### src/rtl/seq_scan_ctrl_pkg.sv
// Shared types and sizing helpers for the serial scan controller.
package seq_scan_pkg;

  typedef enum logic [1:0] {
    S_IDLE  = 2'd0,
    S_WAIT  = 2'd1,
    S_SHIFT = 2'd2,
    S_DONE  = 2'd3
  } state_t;

  localparam int DEF_WORD_W  = 8;
  localparam int DEF_PAT_MAX = 8;
  localparam int DEF_CNT_W   = 16;

  // Pattern length must be able to hold PAT_MAX itself, not just PAT_MAX-1.
  function automatic int len_w(input int pat_max);
    return $clog2(pat_max) + 1;
  endfunction

endpackage

### src/rtl/seq_scan_ctrl_if.sv
// Word-stream valid/ready handshake feeding the scan controller.
interface seq_scan_ctrl_if #(
  parameter int WORD_W = 8
) ();
  logic              in_valid;
  logic [WORD_W-1:0] in_data;
  logic              in_ready;

  modport master (output in_valid, output in_data, input in_ready);
  modport slave  (input in_valid, input in_data, output in_ready);
endinterface

### src/rtl/seq_scan_ctrl_matcher.sv
// Serial pattern matcher: bit history, saturating bits-seen count, masked compare.
// Assumes PAT_MAX >= 2.
module seq_pattern_matcher #(
  parameter int PAT_MAX = 8,
  parameter int LEN_W   = 4
) (
  input  logic               clk,
  input  logic               reset_n,
  input  logic               clr,
  input  logic               bit_valid,
  input  logic               bit_in,
  input  logic [PAT_MAX-1:0] pattern,
  input  logic [LEN_W-1:0]   len,
  output logic               hit,
  output logic               match
);

  logic [PAT_MAX-1:0] hist, hist_nxt, mask;
  logic [LEN_W-1:0]   seen, seen_nxt;

  // hit is the compare on the post-shift history; match is its registered copy.
  always_comb begin
    hist_nxt = {hist[PAT_MAX-2:0], bit_in};
    seen_nxt = (seen == LEN_W'(PAT_MAX)) ? seen : seen + 1'b1;
    mask     = '0;
    for (int i = 0; i < PAT_MAX; i++) mask[i] = (i < int'(len));
    hit = bit_valid && (len != '0) && (seen_nxt >= len) &&
          (((hist_nxt ^ pattern) & mask) == '0);
  end

  always_ff @(posedge clk) begin
    if (!reset_n || clr) begin
      hist  <= '0;
      seen  <= '0;
      match <= 1'b0;
    end else begin
      match <= hit;
      if (bit_valid) begin
        hist <= hist_nxt;
        seen <= seen_nxt;
      end
    end
  end

endmodule

### src/rtl/seq_scan_ctrl.sv
// Stream-fed scan controller: accepts words, shifts them MSB-first through the
// pattern matcher, counts hits and stops once the programmed threshold is met.
module seq_scan_ctrl
  import seq_scan_pkg::*;
#(
  parameter int  WORD_W  = DEF_WORD_W,
  parameter int  PAT_MAX = DEF_PAT_MAX,
  parameter int  CNT_W   = DEF_CNT_W,
  localparam int LEN_W   = len_w(PAT_MAX)
) (
  input  logic               clk,
  input  logic               reset_n,
  input  logic               cfg_we,
  input  logic [PAT_MAX-1:0] cfg_pattern,
  input  logic [LEN_W-1:0]   cfg_len,
  input  logic [CNT_W-1:0]   cfg_thresh,
  input  logic               start,
  seq_scan_ctrl_if.slave     in_if,
  output logic               bit_valid,
  output logic               bit_out,
  output logic               match,
  output logic [CNT_W-1:0]   match_count,
  output logic               busy,
  output logic               done,
  output logic               err
);

  localparam int BC_W = (WORD_W > 1) ? $clog2(WORD_W) : 1;

  state_t             state, state_nxt;
  logic [WORD_W-1:0]  shreg;
  logic [BC_W-1:0]    bit_cnt;
  logic [PAT_MAX-1:0] pat_q;
  logic [LEN_W-1:0]   len_q;
  logic [CNT_W-1:0]   thresh_q, cnt_q, cnt_nxt;
  logic               hit, accept, go, last_bit, reached, cfg_legal, len_ok;

  assign in_if.in_ready = (state == S_WAIT);
  assign busy           = (state == S_WAIT) || (state == S_SHIFT);
  assign done           = (state == S_DONE);
  assign bit_valid      = (state == S_SHIFT);
  assign bit_out        = bit_valid & shreg[WORD_W-1];
  assign match_count    = cnt_q;

  assign accept    = in_if.in_valid && (state == S_WAIT);
  assign len_ok    = (len_q != '0);
  assign cfg_legal = (cfg_len != '0) && (cfg_len <= LEN_W'(PAT_MAX));
  // A config write in DONE takes priority over a simultaneous start.
  assign go        = start && len_ok &&
                     ((state == S_IDLE) || ((state == S_DONE) && !cfg_we));
  assign last_bit  = bit_valid && (bit_cnt == BC_W'(WORD_W - 1));
  assign cnt_nxt   = (hit && !(&cnt_q)) ? cnt_q + 1'b1 : cnt_q;
  // Includes the hit from the bit shifting this cycle, so a threshold met on
  // the final bit of a word still lands in DONE.
  assign reached   = (thresh_q != '0) && (cnt_nxt >= thresh_q);

  seq_pattern_matcher #(
    .PAT_MAX (PAT_MAX),
    .LEN_W   (LEN_W)
  ) u_matcher (
    .clk       (clk),
    .reset_n   (reset_n),
    .clr       (go),
    .bit_valid (bit_valid),
    .bit_in    (bit_out),
    .pattern   (pat_q),
    .len       (len_q),
    .hit       (hit),
    .match     (match)
  );

  always_comb begin
    state_nxt = state;
    unique case (state)
      S_IDLE:  if (go) state_nxt = S_WAIT;
      S_WAIT:  if (accept) state_nxt = S_SHIFT;
      S_SHIFT: if (last_bit) state_nxt = reached ? S_DONE : S_WAIT;
      S_DONE: begin
        if (cfg_we)  state_nxt = S_IDLE;
        else if (go) state_nxt = S_WAIT;
      end
      default: state_nxt = S_IDLE;
    endcase
  end

  always_ff @(posedge clk) begin
    if (!reset_n) begin
      state    <= S_IDLE;
      shreg    <= '0;
      bit_cnt  <= '0;
      pat_q    <= '0;
      len_q    <= '0;
      thresh_q <= '0;
      cnt_q    <= '0;
      err      <= 1'b0;
    end else begin
      state <= state_nxt;
      err   <= (cfg_we && (busy || !cfg_legal)) ||
               (start && (state == S_IDLE) && !len_ok);
      if (cfg_we && !busy && cfg_legal) begin
        pat_q    <= cfg_pattern;
        len_q    <= cfg_len;
        thresh_q <= cfg_thresh;
      end
      cnt_q <= go ? '0 : cnt_nxt;
      if (accept) begin
        shreg   <= in_if.in_data;
        bit_cnt <= '0;
      end else if (bit_valid) begin
        shreg   <= shreg << 1;
        bit_cnt <= bit_cnt + 1'b1;
      end
    end
  end

endmodule

### src/flat_wrapper.sv
// flat-port wrapper written by rule: the top's interface ports become plain ports
module seq_scan_ctrl_flat import seq_scan_pkg::*;
#(
  parameter int  WORD_W  = DEF_WORD_W,
  parameter int  PAT_MAX = DEF_PAT_MAX,
  parameter int  CNT_W   = DEF_CNT_W,
  localparam int LEN_W   = len_w(PAT_MAX)
)
  (clk, reset_n, cfg_we, cfg_pattern, cfg_len, cfg_thresh, start, bit_valid, bit_out, match, match_count, busy, done, err, in_if_in_valid, in_if_in_data, in_if_in_ready);
  seq_scan_ctrl_if #(.WORD_W(WORD_W)) in_if_i ();
  input  logic clk;
  input  logic reset_n;
  input  logic cfg_we;
  input  logic [PAT_MAX-1:0] cfg_pattern;
  input  logic [LEN_W-1:0] cfg_len;
  input  logic [CNT_W-1:0] cfg_thresh;
  input  logic start;
  output logic bit_valid;
  output logic bit_out;
  output logic match;
  output logic [CNT_W-1:0] match_count;
  output logic busy;
  output logic done;
  output logic err;
  input wire logic [$bits(in_if_i.in_valid)-1:0] in_if_in_valid;
  input wire logic [$bits(in_if_i.in_data)-1:0] in_if_in_data;
  output wire logic [$bits(in_if_i.in_ready)-1:0] in_if_in_ready;
  assign in_if_i.in_valid = in_if_in_valid;
  assign in_if_i.in_data = in_if_in_data;
  assign in_if_in_ready = in_if_i.in_ready;
  seq_scan_ctrl #(.WORD_W(WORD_W), .PAT_MAX(PAT_MAX), .CNT_W(CNT_W)) u_core (.clk(clk), .reset_n(reset_n), .cfg_we(cfg_we), .cfg_pattern(cfg_pattern), .cfg_len(cfg_len), .cfg_thresh(cfg_thresh), .start(start), .in_if(in_if_i), .bit_valid(bit_valid), .bit_out(bit_out), .match(match), .match_count(match_count), .busy(busy), .done(done), .err(err));
endmodule
### config.mk
export PLATFORM = sky130hd
export DESIGN_NAME = seq_scan_ctrl_flat
export DESIGN_NICKNAME = d
export VERILOG_FILES = /design/src/rtl/seq_scan_ctrl_pkg.sv /design/src/rtl/seq_scan_ctrl_if.sv /design/src/rtl/seq_scan_ctrl_matcher.sv /design/src/rtl/seq_scan_ctrl.sv /design/src/flat_wrapper.sv
export SDC_FILE = /design/constraint.sdc
export NUM_CORES = 1
export LEC_CHECK = 0
export CORE_MARGIN = 5
export CORE_UTILIZATION = 37
export CTS_CLUSTER_DIAMETER = 50
export CTS_CLUSTER_SIZE = 10
export DETAILED_ROUTE_END_ITERATION = 16
export SYNTH_ARGS = -nofsm -noshare
export SYNTH_HDL_FRONTEND = slang
export SYNTH_SLANG_ARGS = --single-unit
### constraint.sdc
create_clock -name clk -period 5.9 [get_ports clk]
set_input_delay 1.18 -clock clk [delete_from_list [all_inputs] [get_ports clk]]
set_output_delay 1.18 -clock clk [all_outputs]
set_load 0.03 [all_outputs]
==> results by group <==
Clock network
  – Clock insertion delay at the later pin of the skew report: 0.34 ns
  – Clock tree from TritonCTS: done
  – Inserted Clock Buffers: 9
  – CTS clk-pin slew, worst paths: 0.07 ns
  – Resized cells post-CTS: 0
  – Sinks on Clock Net: 70
  – H-tree levels: 3
  – Cell at the root of the clock tree: sky130_fd_sc_hd__clkbuf_8
  – Post-CTS Hold Buffers: 0
  – Maximum buffer depth of the clock tree: 2
  – Total setup buffers inserted after CTS: 0

Die
  – # IOs: 64
  – Die width: 113 µm
  – Core Rows: 37
  – Effective utilization at floorplan: 38.2%
  – Core area: 10400 µm²
  – Height of the die: 113 µm
  – Die area: 12900 µm²

Placement
  – Detailed Place HPWL: 7.13 mm
  – Placer's final routability congestion estimate: 0.807
  – Port-buffer cells: 63

Yosys
  – Cell area after synthesis: 3960 µm²
  – Adder-cell share of the synthesized area: 9.48%
  – Area share of and/or/nand/nor cells after synthesis: 21.2%
  – Number of distinct library cell variants in the gate-level netlist after synthesis: 53
  – Dominant combinational cell family by area after synthesis: simple AND/OR/NAND/NOR gates
  – Number of synthesized register bits: 70
  – Number of enable-type register cells in the synthesized netlist: 0
  – Compound-gate portion of the synthesized area: 10.9%
  – Fraction of the yosys area taken by sequential cells: 35.4%
  – Top-area cell type share of the netlist area: 35.4%
  – Ranking of synthesized cells by area: sky130_fd_sc_hd__dfxtp_1, sky130_fd_sc_hd__mux2i_1, sky130_fd_sc_hd__ha_1, sky130_fd_sc_hd__nor2b_1, sky130_fd_sc_hd__xnor2_1
  – Synth Area in XOR/XNOR: 4.86%
  – Yosys synthesis warning count: 0
  – Number of nets produced by synthesis: 515
  – Share of synthesized area spent on multiplexers: 13.0%
  – Mean cell area of the mapped netlist: 8.92 µm²
  – Leading cell type by number of instances after synthesis: sky130_fd_sc_hd__dfxtp_1
  – Main synth FF type: sky130_fd_sc_hd__dfxtp_1
  – Share of synthesized registers carrying an async set or reset: 0%
  – Ranking of synthesized cells by instance count: sky130_fd_sc_hd__dfxtp_1, sky130_fd_sc_hd__mux2i_1, sky130_fd_sc_hd__nor2b_1
  – Yosys top cell by area: sky130_fd_sc_hd__dfxtp_1
  – Number of instances in the synthesized netlist: 444

Drt
  – Vias per cell: 5.06
  – DRC errors left: 0
  – Average detailed-routed wire length per instance: 14.9 µm
  – Detailed-routing iteration count for the pre-antenna-repair pass: 4
  – Iter 0 DRT Violations: 125
  – Final antenna-violating net count: 0
  – DRT Wirelength: 9.57 mm
  – Via count: 3256

Cells and area
  – Syn-to-layout area delta: 26.1%
  – Total number of nets in the final design: 573
  – Share of layout cells above drive strength 1: 5.92%
  – Inserted Diodes: 0

Timing
  – Clk_skew: 0.00815 ns
  – Hold violation total from the final report: 0
  – Total Negative Setup Slacks: 0 ns
  – Endpoints failing setup: 0
  – Tcrit/Tclk final: 75.8%
  – Minimum clock period: 4.47 ns
  – Setup repair after global routing missed its margin: false
  – Max-slew violations: 0
  – Post-Route Hold Slack: 0.506 ns
  – Max_slew headroom: 33.6%
  – Highest Clock Rate: 224 MHz
  – Transition at the pin with the smallest max-transition slack: 0.992 ns

Critical path
  – Arrival time at the worst endpoint: 4.70 ns
  – Startpoint types: register
  – Data required time at the worst endpoint: 6.13 ns
  – Crit path max fanout: 15
  – Crit end category: register
  – Category of the most critical setup path: register to register

GRT
  – Pin count of the biggest net entering global routing: 48
  – GR Util All Layers: 15.5%
  – Residual overflow from global routing: 0
  – Number of antenna violations at the first check in global routing: 0
  – Number of global-route vias before repair: 3283
  – Global-route wire length before repair: 16.2 mm

Flow run
  – Max-capacitance violation count: 0

Pwr
  – Reported leakage power: 0.00200 µW
  – Peak supply drop: 0.118 mV
  – Power per unit of standard cell area: 232 nW/µm²
  – Total power draw: 1160 µW

Min path
  – Worst hold-check path type: register to register

Outcome
  – Status: complete, no violations
## report_power, final
group	switching (µW)	internal [µW]
clock	189	348
sequential	13.8	485
combinational	57.9	66.8
## worst paths after layout
kind                    from         endpoint  slack [ns]  cells after the start
min reg2reg  u_core.shreg[0]  u_core.shreg[0]        0.51                      2
max reg2reg  u_core.state[0]  u_core.state[1]        1.43                     14
max          u_core.state[0]  u_core.state[1]        1.43                     14
min          u_core.shreg[0]  u_core.shreg[0]        0.51                      2
## final cells by class
class / instances / area, µm²
Clock buffer: 11 / 151
Multi-Input combinational cell: 323 / 2360
Inverter: 30 / 113
Fill cell: 1030 / 5380
Timing Repair Buffer: 68 / 668
Tap cell: 136 / 170
Clock inverter: 5 / 129
Sequential cell: 70 / 1400
## worst max-delay path: stages (launching register included)
cell and delay [ns]:
sky130_fd_sc_hd__dfxtp_1 0.34, sky130_fd_sc_hd__inv_1 0.13, sky130_fd_sc_hd__ha_1 0.63, sky130_fd_sc_hd__inv_1 0.31
sky130_fd_sc_hd__or4_4 0.61, sky130_fd_sc_hd__or3_1 0.50, sky130_fd_sc_hd__or4_1 0.47, sky130_fd_sc_hd__nand2_1 0.09
sky130_fd_sc_hd__ha_1 0.23, sky130_fd_sc_hd__a21o_1 0.18, sky130_fd_sc_hd__a211oi_1 0.22, sky130_fd_sc_hd__o21ai_0 0.12
sky130_fd_sc_hd__nor4b_1 0.16, sky130_fd_sc_hd__o41ai_1 0.25, sky130_fd_sc_hd__a21oi_1 0.11
## registers in the layout, summed over array words and instances (netlist names)
register,flops
u_core.thresh_q,16
u_core.len_q,4
u_core.shreg,8
u_core.u_matcher.match,1
u_core.state,2
u_core.bit_cnt,3
u_core.u_matcher.hist,7
u_core.pat_q,8
u_core.err,1
u_core.u_matcher.seen,4
u_core.match_count,16
## metal layers
layer	GRT usage, %	wire length [µm]
met5	0	0
met4	5.29	197
met3	3.71	430
met2	24.7	4300
met1	20.4	4640
## layout by cell type (no fill, tap or decap), types with 5 or more instances in the layout
cell type,Yosys,final
sky130_fd_sc_hd__clkbuf_8,0,11
sky130_fd_sc_hd__o211a_1,7,7
sky130_fd_sc_hd__a21oi_1,15,15
sky130_fd_sc_hd__and3_1,7,7
sky130_fd_sc_hd__nand2_1,32,32
sky130_fd_sc_hd__mux2i_1,46,46
sky130_fd_sc_hd__clkdlybuf4s50_1,0,63
sky130_fd_sc_hd__a21o_1,5,5
sky130_fd_sc_hd__dfxtp_1,70,70
sky130_fd_sc_hd__nor4_1,7,7
sky130_fd_sc_hd__nand3_1,11,11
sky130_fd_sc_hd__ha_1,30,30
sky130_fd_sc_hd__buf_4,0,5
sky130_fd_sc_hd__nor2_1,29,29
sky130_fd_sc_hd__or3_1,5,5
sky130_fd_sc_hd__nor2b_1,33,33
sky130_fd_sc_hd__inv_1,30,30
sky130_fd_sc_hd__nor3_1,7,7
sky130_fd_sc_hd__xnor2_1,18,18
sky130_fd_sc_hd__o21ai_0,7,7
sky130_fd_sc_hd__nand4_1,9,9
## cell families (layout without fill, tap and decap cells)
logic type | Yosys count | count (layout)
flip-flops | 70 | 70
AO/OA/AOI/OAI | 62 | 62
XOR/XNOR | 22 | 22
adder cells (fa/ha/maj) | 30 | 30
AND/OR/NAND/NOR | 158 | 158
buffers and inverters | 51 | 114
multiplexers | 51 | 51
## per-stage QoR
stage	util, %	instance area, µm²	std cells	worst slack (ns)
after global placement	45.5	4710	627	1.57
final	48.2	4990	643	1.43
after floorplan	-	3960	444	1.89
after global routing	48.2	4990	643	1.05
after detailed placement	45.5	4710	627	1.44
after CTS	48.2	4990	643	1.41
Note: power is estimated with default switching activity, not from simulation.
